==> config.mk <==
export PLATFORM = sky130hd
export DESIGN_NAME = piece_bag_gen
export DESIGN_NICKNAME = d
export VERILOG_FILES = /design/src/rtl/piece_bag_gen.sv
export SDC_FILE = /design/constraint.sdc
export NUM_CORES = 1
export LEC_CHECK = 0
export CORE_UTILIZATION = 50
export CTS_BUF_LIST = sky130_fd_sc_hd__clkbuf_4 sky130_fd_sc_hd__clkbuf_8
export DETAILED_ROUTE_END_ITERATION = 8
export PLACE_DENSITY = 0.81
export SETUP_SLACK_MARGIN = 0.02
export SLEW_MARGIN = 20
export SYNTH_ARGS = -nofsm -noshare
export SYNTH_HDL_FRONTEND = slang
export SYNTH_SLANG_ARGS = --single-unit
==> constraint.sdc <==
create_clock -name clk -period 2.35 [get_ports clk]
set_input_delay 0.705 -clock clk [delete_from_list [all_inputs] [get_ports clk]]
set_output_delay 0.705 -clock clk [all_outputs]
set_load 0.01 [all_outputs]
==> src/rtl/piece_bag_gen.sv <==
// piece_bag_gen: seedable Galois LFSR feeding a bag shuffler. Each bag issues
// every piece ID exactly once, in pseudo-random order, over valid/ready.
//
// Handshake: piece_valid/piece_id are registered and held stable while
// piece_ready is low; a transfer happens on a clock edge where both
// piece_valid and piece_ready are high. seed_load overrides everything except
// reset and discards any presented piece, even on a would-be transfer edge.
module piece_bag_gen #(
  parameter int               WIDTH      = 16,
  parameter logic [WIDTH-1:0] TAPS       = 16'hB400,
  parameter logic [WIDTH-1:0] SEED       = 16'hACE1,
  parameter int               NUM_PIECES = 7,
  parameter int               MAX_TRIES  = 15,
  localparam int              IDW        = $clog2(NUM_PIECES),
  localparam int              CW         = $clog2(NUM_PIECES + 1)
) (
  input  logic             clk,
  input  logic             reset,
  input  logic             seed_load,
  input  logic [WIDTH-1:0] seed_in,
  input  logic             piece_ready,
  output logic             piece_valid,
  output logic [IDW-1:0]   piece_id,
  output logic [CW-1:0]    bag_remaining,
  output logic [WIDTH-1:0] lfsr_o
);

  localparam int           TW     = (MAX_TRIES < 1) ? 1 : $clog2(MAX_TRIES + 1);
  localparam int           CAND_N = 1 << IDW;
  localparam logic [IDW:0] NP_W   = (IDW + 1)'(NUM_PIECES);
  localparam logic [CW-1:0] NP_C  = CW'(NUM_PIECES);

  typedef enum logic {ST_DRAW, ST_PRESENT} state_t;

  state_t                  state_q, state_d;
  logic [WIDTH-1:0]        lfsr_q, lfsr_d;
  logic [NUM_PIECES-1:0]   used_q, used_d;
  logic [TW-1:0]           tries_q, tries_d;
  logic                    valid_q, valid_d;
  logic [IDW-1:0]          id_q, id_d;
  logic [CW-1:0]           rem_q, rem_d;

  logic [WIDTH-1:0]        lfsr_step;
  logic [IDW-1:0]          cand;
  logic [CAND_N-1:0]       used_pad;
  logic                    cand_ok;
  logic                    fallback;
  logic [IDW-1:0]          low_idx;
  logic [IDW-1:0]          pick;

  // Candidate evaluation: raw LFSR draw, plus lowest-unused fallback pick.
  always_comb begin
    lfsr_step = lfsr_q[0] ? ((lfsr_q >> 1) ^ TAPS) : (lfsr_q >> 1);
    cand      = lfsr_q[IDW-1:0];
    // Pad the mask to the full candidate range so out-of-range draws read 0.
    used_pad  = CAND_N'(used_q);
    cand_ok   = ({1'b0, cand} < NP_W) && !used_pad[cand];
    fallback  = (tries_q == TW'(MAX_TRIES));
    low_idx   = '0;
    for (int i = NUM_PIECES - 1; i >= 0; i--) begin
      if (!used_q[i]) low_idx = IDW'(i);
    end
    pick = fallback ? low_idx : cand;
  end

  // Next-state logic for the LFSR, bag mask, try counter and draw/present FSM.
  always_comb begin
    state_d = state_q;
    lfsr_d  = lfsr_step;
    used_d  = used_q;
    tries_d = tries_q;
    valid_d = valid_q;
    id_d    = id_q;
    rem_d   = rem_q;
    if (seed_load) begin
      lfsr_d  = (seed_in == '0) ? SEED : seed_in;
      used_d  = '0;
      tries_d = '0;
      valid_d = 1'b0;
      rem_d   = NP_C;
      state_d = ST_DRAW;
    end else begin
      case (state_q)
        ST_DRAW: begin
          if (fallback || cand_ok) begin
            id_d    = pick;
            used_d  = used_q | (NUM_PIECES'(1) << pick);
            valid_d = 1'b1;
            rem_d   = rem_q - CW'(1);
            tries_d = '0;
            state_d = ST_PRESENT;
          end else begin
            tries_d = tries_q + TW'(1);
          end
        end
        ST_PRESENT: begin
          if (piece_ready) begin
            valid_d = 1'b0;
            state_d = ST_DRAW;
            // Last piece of the bag just left: start a fresh bag.
            if (&used_q) begin
              used_d = '0;
              rem_d  = NP_C;
            end
          end
        end
      endcase
    end
  end

  // State register with asynchronous active-high reset.
  always_ff @(posedge clk or posedge reset) begin
    if (reset) begin
      state_q <= ST_DRAW;
      lfsr_q  <= SEED;
      used_q  <= '0;
      tries_q <= '0;
      valid_q <= 1'b0;
      id_q    <= '0;
      rem_q   <= NP_C;
    end else begin
      state_q <= state_d;
      lfsr_q  <= lfsr_d;
      used_q  <= used_d;
      tries_q <= tries_d;
      valid_q <= valid_d;
      id_q    <= id_d;
      rem_q   <= rem_d;
    end
  end

  assign piece_valid   = valid_q;
  assign piece_id      = id_q;
  assign bag_remaining = rem_q;
  assign lfsr_o        = lfsr_q;

endmodule

==> reports/metrics.cfg <==
[synthesis]
synth_cell_types = 36
synth_top_family_by_area = compound AO/OA/AOI/OAI gates
syn_nets = 163
syn_inst = 141
synth_fa_ha_area_frac = 0.0152
synth_xor_area_frac = 0.0212
mappedNetlistArea_um2 = 1650
ys_seq_area_frac = 0.539
synth_edf_count = 0
syn_avg_cell_area_um2 = 11.7
synth_seq_cells = 35
ys_async_sr_fraction = 1.00
synth-compound-area-share = 0.170
ys.flop_type = dfrtp_1
yosysWarnings = 0
synth_simple_gate_area_frac = 0.126
yosys-mux-area-fraction = 0.106

[route]
dr.pass1.iters = 4
drt_iter0_drc = 48
wl_met1_um = 1600
met2_length_um = 2090
detail-route-antenna-nets = 0
routed_wl_um = 4100
top_layer = met4
vias_per_cell = 5.97
via_count = 1421
wl_met3_um = 284
wl_per_cell_um = 17.2
drc = 0

[placement]
hpwlAfterDp_um = 3010
place_congestion = 0.893
io_buffers = 42
dp.cells = 230
preCtsSetupSlack_ns = 0.103

[pwr]
p_leak_nw = 0.936
internal_power_mw = 1.14
p_seq_frac = 0.491
power_mw = 1.62
clkPwrFrac = 0.217
switchingPower_uw = 475
peakVddDrop_v = 0.000517
p_per_area_nw_per_um2 = 728
pwr-share-comb = 0.292
swShare = 0.294

[clock_network]
cts_tree = yes
cts_setup_buffers = 0
cts_resized = 0
cts-root-buf = clkbuf_4
clock-sinks = 35
cts_buffers = 5
ctsHoldBuffers = 0
htreeDepth = 2
clk_latency_ns = 0.34
clkTransAtPathRegs_ns = 0.10
clk_path_buf_depth = 2

[setup_path]
arrival_ns = 1.52
regToRegEndpoint = piece_id[1]$_DFFE_PP0P_
cp_cell_sequence = clkdlybuf4s50_1
startpoint_type = flip-flop
r2r_start = lfsr_o[1]$_DFF_PP0_
cp_top_family = flip-flops
cp-end-kind = primary output
reg2reg_slack_ns = 0.26
r2r_cells = 4
required_ns = 1.64
slowest_delay_ns = 0.63
path_class = reg2out
critPathBufInv = 1
worstPathMaxFanout = 7
cp_slowest_cell = dfstp_2

[sta]
setup_viol = 0
fin_worst_skew_ns = 0.0102
slew_viol_final = 0
setup_tns_ns = 0
hold_ws_ns = 0.504
worst_pin_slew_ns = 0.480
grt_setup_unrepaired = false
period_share = 0.948
fin_ws_ns = 0.123
slew_headroom = 0.678
fmax_mhz = 449
period_needed_ns = 2.23
hold_violations = 0

[floorplanning]
rows = 20
initial_core_util = 0.532
coreArea_um2 = 3100
dieArea_um2 = 3530
die_w_um = 59.5
die_y_um = 59.5
pin_count = 43

[run]
cap_violations = 0

[finish]
final_common_cell = clkdlybuf4s50_1
multi_input_area_um2 = 723
areaGrowthSynthToFinish_pct = 34.7
final_cells = 238
regArea_um2 = 890
final_nets = 215
final_cell_mix = clkdlybuf4s50_1, dfrtp_1, nand2_1, dfstp_2, mux2_2
antenna-diode-count = 0
fillers = 232
layout-drive-gt1-share = 0.211

[grt]
grt_pass1_wl_um = 6620
antenna_found_initial = 0
grt_pass1_vias = 1371
grt-ovfl-total = 0
grt_max_degree = 36
grt_usage = 0.263

[min_path]
hold_depth = 2
holdPathEnd = bag_remaining[0]$_DFFE_PP1P_
holdCritPathClass = reg2reg
worstHoldStart = bag_remaining[0]$_DFFE_PP1P_

[status]
outcome = finished clean

## Yosys cell counts, drive strengths merged (2+ instances only)
cell	number	area share
xnor2	2	0.011
mux2	10	0.068
and3	4	0.015
nor3	3	0.0091
nor4	4	0.015
dfrtp	24	0.36
nand2	11	0.025
mux2i	4	0.024
nand2b	2	0.0076
nand4	2	0.0076
nor2b	2	0.0091
a32o	2	0.012
a22o	8	0.042
clkbuf	3	0.0068
ha	2	0.015
xor2	2	0.011
o21ai	8	0.027
nor2	7	0.016
o22a	8	0.042
a21oi	2	0.0061
inv	5	0.011
dfstp	11	0.18
nand3	4	0.012
## kinds of logic (layout without fill, tap and decap cells)
group,count (synthesis),count (layout)
DFF,35,35
buffers and inverters,9,62
muxes,15,15
adders and majority gates,2,2
xor gates and xnor gates,4,4
AOI/OAI and AO/OA,35,35
and+or+nand+nor,41,41
## cell type report
cell class / count / share of cell area
flip-flops and latches: 35 / 0.400
multi-input cells: 97 / 0.325
repair buffers: 49 / 0.213
clock buffers: 7 / 0.0264
well taps: 44 / 0.0248
inverters: 5 / 0.00844
clock inverters: 1 / 0.00225
## per-layer routing
layer,up-vias,GRT usage
met5,-,0
met3,16,0.0873
met1,698,0.320
met2,69,0.416
met4,0,0.133
li1,638,-
## sequential cells by signal (all words and copies together) (netlist names)
register       count
bag_remaining      3
lfsr_o            16
piece_id           3
piece_valid        1
state_q            1
tries_q            4
used_q             7
## how the worst max path moves through the flow
stage	startpoint	slack, ns	end	depth (start not counted)
global placement	piece_ready	0.17	used_q[1]$_DFFE_PP0P_	6
detailed placement	piece_ready	0.10	used_q[1]$_DFFE_PP0P_	6
floorplan	lfsr_o[1]$_DFF_PP0_	0.42	piece_id[0]$_DFFE_PP0P_	5
CTS	lfsr_o[0]$_DFF_PP1_	0.11	lfsr_o[0]	1
global route	lfsr_o[0]$_DFF_PP1_	0.08	lfsr_o[0]	1
finish	lfsr_o[0]$_DFF_PP1_	0.12	lfsr_o[0]	1
## power by group through the flow
stage | combinational, mW | clock (mW) | sequential (mW)
2_1_floorplan | 0.202 | 0 | 0.823
3_3_place_gp | 0.457 | 0 | 0.801
3_5_place_dp | 0.471 | 0 | 0.806
4_1_cts | 0.475 | 0.361 | 0.795
5_1_grt | 0.513 | 0.388 | 0.809
6_report | 0.472 | 0.351 | 0.795
## worst min-delay path: cells and delay by family, from the launching register on
kind,cells,cell delay (ns)
flops,1,0.39
compound gates,1,0.07
simple gates,1,0.05
## metrics by stage
stage	cell area, um2	utilization
after floorplan	1650	-
after global placement	2160	0.696
after detailed placement	2160	0.696
after CTS	2220	0.717
after global routing	2220	0.717
final	2220	0.717
(Power assumes the default switching activity.)
